**src/rtl/cpu_pkg.sv**
```systemverilog
// cpu_pkg: shared register-file widths, register-address type and ring-index helper.
package cpu_pkg;
  localparam int DEF_DATA_W = 32;
  localparam int DEF_ADDR_W = 5;
  typedef logic [DEF_ADDR_W-1:0] reg_addr_t;
  function automatic int wrap_idx(input int k, input int d);
    return (k >= d) ? k - d : k;
  endfunction
endpackage

```
**src/rtl/wb_queue.sv**
```systemverilog
// wb_queue: write-back FIFO with valid/ready push, pop, head and age-ordered entry view for bypass.
module wb_queue
  import cpu_pkg::*;
#(
  parameter int AW    = DEF_ADDR_W,
  parameter int DW    = DEF_DATA_W,
  parameter int DEPTH = 2
) (
  input  logic             clk,
  input  logic             rst_n,
  input  logic             push_valid_i,
  output logic             push_ready_o,
  input  logic [AW-1:0]    push_addr_i,
  input  logic [DW-1:0]    push_data_i,
  input  logic             pop_i,
  output logic             pop_fire_o,
  output logic [AW-1:0]    head_addr_o,
  output logic [DW-1:0]    head_data_o,
  output logic             nonempty_o,
  output logic [DEPTH-1:0] ent_valid_o,
  output logic [AW-1:0]    ent_addr_o [DEPTH],
  output logic [DW-1:0]    ent_data_o [DEPTH]
);
  localparam int PW = (DEPTH > 1) ? $clog2(DEPTH) : 1;
  localparam int CW = $clog2(DEPTH + 1);
  logic [PW-1:0] wr_ptr_q, wr_ptr_d, rd_ptr_q, rd_ptr_d;
  logic [CW-1:0] cnt_q, cnt_d;
  logic [AW-1:0] addr_q [DEPTH];
  logic [DW-1:0] data_q [DEPTH];
  logic push, pop;
  assign push_ready_o = cnt_q < CW'(DEPTH);
  assign push         = push_valid_i & push_ready_o;
  assign pop          = pop_i & (cnt_q != '0);
  assign pop_fire_o   = pop;
  assign nonempty_o   = cnt_q != '0;
  assign head_addr_o  = addr_q[rd_ptr_q];
  assign head_data_o  = data_q[rd_ptr_q];
  // Entry view is ordered oldest (index 0) to youngest so the reader can let later matches win.
  always_comb begin
    wr_ptr_d = push ? PW'(wrap_idx(int'(wr_ptr_q) + 1, DEPTH)) : wr_ptr_q;
    rd_ptr_d = pop ? PW'(wrap_idx(int'(rd_ptr_q) + 1, DEPTH)) : rd_ptr_q;
    cnt_d    = cnt_q + CW'(push) - CW'(pop);
    for (int i = 0; i < DEPTH; i++) begin
      ent_valid_o[i] = CW'(i) < cnt_q;
      ent_addr_o[i]  = addr_q[PW'(wrap_idx(int'(rd_ptr_q) + i, DEPTH))];
      ent_data_o[i]  = data_q[PW'(wrap_idx(int'(rd_ptr_q) + i, DEPTH))];
    end
  end
  always_ff @(posedge clk or negedge rst_n) begin
    if (!rst_n) begin
      wr_ptr_q <= '0;
      rd_ptr_q <= '0;
      cnt_q    <= '0;
    end else begin
      wr_ptr_q <= wr_ptr_d;
      rd_ptr_q <= rd_ptr_d;
      cnt_q    <= cnt_d;
    end
  end
  always_ff @(posedge clk) begin
    if (push) begin
      addr_q[wr_ptr_q] <= push_addr_i;
      data_q[wr_ptr_q] <= push_data_i;
    end
  end
endmodule

```
**src/rtl/reg_file_wb.sv**
```systemverilog
// reg_file_wb: register file fed by a write-back queue, with youngest-entry read bypass.
module reg_file_wb
  import cpu_pkg::*;
#(
  parameter int DATA_W  = DEF_DATA_W,
  parameter int ADDR_W  = DEF_ADDR_W,
  parameter int Q_DEPTH = 2
) (
  input  logic              clk,
  input  logic              rst_n,
  input  logic              wb_valid,
  output logic              wb_ready,
  input  logic [ADDR_W-1:0] wb_addr,
  input  logic [DATA_W-1:0] wb_data,
  input  logic              wr_hold,
  input  logic [ADDR_W-1:0] rd_addr_a,
  input  logic [ADDR_W-1:0] rd_addr_b,
  output logic [DATA_W-1:0] rd_data_a,
  output logic [DATA_W-1:0] rd_data_b,
  output logic              wb_pending
);
  localparam int NREG = 2 ** ADDR_W;
  logic                 init_q;
  logic                 drain;
  logic [ADDR_W-1:0]    head_addr;
  logic [DATA_W-1:0]    head_data;
  logic [NREG-1:0]      we;
  logic [Q_DEPTH-1:0]   ent_valid;
  logic [ADDR_W-1:0]    ent_addr [Q_DEPTH];
  logic [DATA_W-1:0]    ent_data [Q_DEPTH];
  logic [DATA_W-1:0]    regs_q [NREG];
  // init_q blocks acceptance on the edge that coincides with reset release.
  wb_queue #(.AW(ADDR_W), .DW(DATA_W), .DEPTH(Q_DEPTH)) u_queue (
    .clk          (clk),
    .rst_n        (rst_n),
    .push_valid_i (wb_valid & init_q),
    .push_ready_o (wb_ready),
    .push_addr_i  (wb_addr),
    .push_data_i  (wb_data),
    .pop_i        (~wr_hold),
    .pop_fire_o   (drain),
    .head_addr_o  (head_addr),
    .head_data_o  (head_data),
    .nonempty_o   (wb_pending),
    .ent_valid_o  (ent_valid),
    .ent_addr_o   (ent_addr),
    .ent_data_o   (ent_data)
  );
  assign we = drain ? ((NREG'(1) << head_addr) & ~NREG'(1)) : '0;
  function automatic logic [DATA_W-1:0] rd(input logic [ADDR_W-1:0] a);
    logic [DATA_W-1:0] v;
    v = regs_q[a];
    for (int i = 0; i < Q_DEPTH; i++)
      if (ent_valid[i] && ent_addr[i] == a) v = ent_data[i];
    return (a == '0) ? '0 : v;
  endfunction
  always_comb begin
    rd_data_a = rd(rd_addr_a);
    rd_data_b = rd(rd_addr_b);
  end
  always_ff @(posedge clk or negedge rst_n) begin
    if (!rst_n) begin
      init_q <= 1'b0;
      for (int r = 0; r < NREG; r++) regs_q[r] <= '0;
    end else begin
      init_q <= 1'b1;
      for (int r = 0; r < NREG; r++) if (we[r]) regs_q[r] <= head_data;
    end
  end
endmodule

```
**config.mk**
```make
export PLATFORM = sky130hd
export DESIGN_NAME = reg_file_wb
export DESIGN_NICKNAME = d
export VERILOG_FILES = /design/src/rtl/cpu_pkg.sv /design/src/rtl/wb_queue.sv /design/src/rtl/reg_file_wb.sv
export SDC_FILE = /design/constraint.sdc
export NUM_CORES = 2
export LEC_CHECK = 0
export ABC_AREA = 0
export CAP_MARGIN = 0
export CELL_PAD_IN_SITES_DETAIL_PLACEMENT = 1
export CELL_PAD_IN_SITES_GLOBAL_PLACEMENT = 1
export CORE_MARGIN = 2
export CORE_UTILIZATION = 28
export DETAILED_ROUTE_END_ITERATION = 12
export HOLD_SLACK_MARGIN = 0.1
export PLACE_DENSITY = 0.59
export SLEW_MARGIN = 25
export SYNTH_ARGS = -nofsm -noshare
export SYNTH_HDL_FRONTEND = slang
export SYNTH_HIERARCHICAL = 1
export SYNTH_SLANG_ARGS = --single-unit
```
**constraint.sdc**
```tcl
create_clock -name clk -period 4.4 [get_ports clk]
set_input_delay 0.66 -clock clk [delete_from_list [all_inputs] [get_ports clk]]
set_output_delay 0.66 -clock clk [all_outputs]
set_load 0.05 [all_outputs]
```
# == After elaboration in Yosys (flattened, before gate mapping) ==
# Memory sizes are Yosys's and may differ from the RTL's.
# Cells that the tools add are included.
# W data, S select, Z words.
# op_classes
n_eq_ne,4
n_shift,1
n_reduce_logical,7
addsub,7
mux,18
bitwise_logic,6
magnitude_cmp,8
# op_table
cell,count
$mux W32,11
$bmux W32 S5,2
$shl A1 B5 Y32 const A,1
$eq A5 B5 Y1,4
$ge A6 B6 Y1 const B,2
$not A5 Y6,2
$logic_not A5 Y1,2
$mux W1,5
$add A1 B1 Y2 const B,2
$ge A2 B2 Y1 const B,2
$logic_and A1 B1 Y1,4
$lt A1 B2 Y1 const A,2
$and A1 B1 Y1,3
$sub A1 B1 Y1 const B,3
$add A2 B1 Y2,1
$ge A1 B2 Y1 const B,1
$lt A2 B2 Y1 const B,1
$reduce_bool A2 Y1,1
$sub A2 B1 Y2,1
$not A1 Y1,1
# word_totals
ff_bits,1029
ramBits,74
n_memories,2
out_inout_bits,66
# mem_list
memory,words,width,rd,rd_ports_with_merged_regs,wr,line,source
u_queue.data_q,2,32,3,0,1,wb_queue.sv:29,logic [DW-1:0] data_q [DEPTH];
u_queue.addr_q,2,5,3,0,1,wb_queue.sv:28,logic [AW-1:0] addr_q [DEPTH];

# == Longest topological paths before layout ==
# An unclocked memory read counts as a cell.
# logic_depth
word_depth,8
depth_mapped,10
ltp_nobuf,6

# == Modules after synthesis ==
# The synthesis kept the hierarchy.
# modules_own_cells
mod,area_each_um2,instances,cells_each,seq_area_each_um2
reg_file_wb,54959.0,1,4056,24848.8
wb_queue,3819.9,1,215,2322.2

# == Worst setup path before layout ==
# OpenSTA, ideal clock, no wires.
# synth_path
path_kind,register to output
start,register u_queue.rd_ptr_q
end,output port rd_data_a[21]
t_required_ps,3740
t_arrival_ps,3596
stages_incl_launch_ff,11
setup_slack_ps,144
path_buffers,4
cell_sequence,dfrtp_1 > buf_6 > buf_6 > mux2_4 > xor2_1 > nor4_1 > and3_1 > clkbuf_1 > nand2b_1 > clkbuf_1 > o41ai_1
# synth_rtl
item,line,source
"start, declared",wb_queue.sv:26,"logic [PW-1:0] wr_ptr_q, wr_ptr_d, rd_ptr_q, rd_ptr_d;"
"start signal, assigned",wb_queue.sv:56,rd_ptr_q <= rd_ptr_d;
"end, declared",reg_file_wb.sv:18,"output logic [DATA_W-1:0] rd_data_a,"

==> reports/metrics.yaml <==
worst_setup_path:
  required_ns: 3.74
  reg2reg_slack_ns: 1.10
  r2r_cells: 6
  rr_startpoint: "u_queue/cnt_q[1]"
  timing.rr.end: "regs_q[868]"
  cp_max_fo: 20
  worstSetupPathType: "reg -> out"
  cp-start-kind: "register"
  cp-startpoint: "u_queue/rd_ptr_q"
  endpoint: "rd_data_a[21]"
  endpoint_kind: "output pin"
  worstPathArrival_ns: 3.70
job:
  maxCapViolCount: 0
timing:
  max_freq_mhz: 229
  timing.setup.tns_ns: 0
  min_period_ns: 4.36
  setup_viol: 0
  hold_viol_final: 0
  worst_slack_ns: 0.0388
  slew_violations: 0
  fin_crit_sh_pct: 99.1
  slew_headroom_pct: 25.4
  clock_skew_ns: 0.0490
  grt_setup_unrepaired: "yes"
  worstMarginPinSlew_ns: 1.12
cts:
  tritoncts: "done"
  clkSlewWorstSetupHoldPaths_ns: 0.06
  clock-sinks: 1071
  root_buffer: "clkbuf_16"
  clk_path_buf_depth: 3
  cts-htree-levels: 4
  clock_latency_ns: 0.79
  cts_inserted_buffers: 132
synthesis:
  synth_top_area_share_pct: 42.4
  synthTopCellsByCount: "mux2_2 (1118), dfrtp_1 (997), mux2i_1 (441)"
  async_flop_share_pct: 93.1
  synth_top_area_cell: "dfrtp_1"
  ys_seq_area_share_pct: 46.2
  yosys_warnings: 6
  avgSynthCellArea_sq_um: 13.8
  ys.flop_type: "dfrtp_1"
  synthTopCellsByArea: "dfrtp_1 (42%), mux2_2 (21%), mux4_2 (9.0%)"
  synth.most_common_cell: "mux2_2"
  syn_nets: 4323
  ys_ff_latch: 1071
  synth_edf_count: 74
  syn-cell-area_sq_mm: 0.0588
  synth_cell_types: 67
  netlist_instances: 4271
final_layout:
  final_cell_area_sq_mm: 0.0692
  fin_cells: 7220
  fin_nets: 4362
  drive_above_1_share_pct: 46.1
  num-fill-cells: 21854
  area_growth_pct: 17.7
hold_path:
  hold_class: "in -> async"
grt:
  grt_overflow: 0
  grt_pass1_vias: 43122
  grt_antenna_before_repair: 8
  grt_util_all_layers_pct: 21.7
  grt_first_pass_wirelength_microns: 332000
  grt_max_degree: 163
power_and_ir_drop:
  p_leak_nw: 29.9
  comb_power_share_pct: 36.4
  total_power_mw: 46.0
  power.net_switching_mw: 15.9
  irDropWorstVdd_mv: 0.401
  power_frac_seq_pct: 39.7
  power_density_mw_per_mm2: 665
  p_int_mw: 30.1
  clockPowerShare_pct: 23.9
  p_sw_share_pct: 34.5
placed_design:
  place.gp.congestion: 0.814
  dp_slack_ns: 0.114
  portBuffers: 116
  place_hpwl_microns: 145000
  placed_cell_area_sq_mm: 0.0647
  placed_cells: 6976
floorplanning:
  row_count: 168
  start_util_pct: 28.1
  die_w_microns: 462
  die-area_sq_mm: 0.214
  coreArea_sq_mm: 0.209
  io_pins: 117
  die_h_microns: 462
drt:
  detail-route-antenna-nets: 0
  drt_pass1_iterations: 7
  viasPerCell: 5.70
  drt-initial-drc-count: 3736
  wl_per_cell_microns: 32.4
  num_vias: 41166
  route.final.wire_length_microns: 234000
  drc_errors: 0
status:
  status: "complete, no violations"
==> worst min-delay path by stage <==
| stage | endpoint | slack (ns) |
|---|---|---|
| 6_report | regs_q[921] | 0.42 |
| 5_1_grt | regs_q[921] | 0.43 |
| 4_1_cts | regs_q[864] | 0.41 |
| 3_5_place_dp | regs_q[565] | 0.51 |
| 3_3_place_gp | regs_q[566] | 0.50 |
| 2_1_floorplan | init_q | 0.36 |
==> cell families after synthesis <==
| family | synth area share (%) |
|---|---|
| xor+xnor | 0.343 |
| compound gates | 7.11 |
| flops | 46.2 |
| simple gates | 2.60 |
| fa+ha+maj | 0.0213 |
| buf+inv | 4.43 |
| other cells | 0.00638 |
| mux | 39.3 |
==> worst max-delay path: stages (launching register included) <==
cell and delay, ns:
dfrtp_4 0.57, buf_4 0.17, mux2_4 0.33, xnor2_1 0.17
nand4_1 0.20, o21ba_2 0.29, buf_4 0.33, a32oi_2 0.37
o41ai_4 0.15, buf_4 0.20, buf_12 0.15
==> through the flow <==
stage                     hold slack (ns)  util, %
after floorplan                     0.364        -
after global placement              0.501     30.9
after detailed placement            0.513     30.9
after CTS                           0.406     33.1
after global routing                0.425     33.1
final                               0.417     33.1
==> state kept, by name, indices dropped and copies added, names as in the netlist <==
register	cells
u_queue/wr_ptr_q	1
u_queue/data_q	64
init_q	1
u_queue/addr_q	10
u_queue/rd_ptr_q	1
u_queue/cnt_q	2
regs_q	992
==> power groups by stage <==
stage	Combinational, mW	Clock (mW)	Sequential, mW
after CTS	16.8	11.2	18.1
final	16.8	11.0	18.3
after floorplan	11.9	0	17.0
after global routing	17.8	11.6	18.9
after global placement	16.2	0	18.0
after detailed placement	16.6	0	18.3
==> cell type report <==
cell class / instances / area, sq um / share of cell area, %
antenna: 1 / 2.50 / 0.00362
clock buffer: 206 / 3940 / 5.69
clock inverter: 32 / 374 / 0.541
inverter: 2 / 7.51 / 0.0108
multi-input combinational: 2709 / 29500 / 42.6
sequential: 1071 / 27200 / 39.3
tap: 2805 / 3510 / 5.07
timing repair buffer: 394 / 4750 / 6.86
==> placed cells by master, fill, tap and decap left out, drive strengths merged, types with 5 or more instances in the layout <==
cell type,Yosys,layout
o22ai,164,164
dfrtp,997,997
xnor2,14,14
o2111ai,15,15
nor2b,45,45
clkinv,0,23
buf,284,352
clkdlybuf4s50,0,41
nor2,32,32
o31ai,31,31
a211oi,56,56
and3,5,5
edfxtp,74,74
bufinv,0,5
mux2i,441,441
nor3b,5,5
a22oi,30,30
and2,6,6
clkbuf,205,206
a221oi,54,54
nor3,101,101
nand3,5,5
a2111oi,7,7
or2,7,7
a32oi,69,69
a221o,19,19
o221a,14,14
a211o,11,11
mux2,1168,1168
a21oi,18,18
o21ai,5,5
nand2,67,67
o41ai,32,32
mux4,236,236
xor2,9,9
nand2b,11,11
==> per-layer routing <==
metal / share of wire, % / track usage, %
met5: 0 / 0
met4: 3.9 / 7.99
met3: 6.4 / 3.73
met2: 46 / 34.5
met1: 44 / 29.5
==> what timing repair did <==
item / CTS / global route
pin swaps: 1 / 0
gates resized for setup: 15 / 8
hold buffers: 1 / 0
buffers inserted: 4 / 0
hold endpoints to repair: 38 / 0
setup endpoints to repair: 27 / 33
No activity file was read; power rests on OpenSTA's default activity.
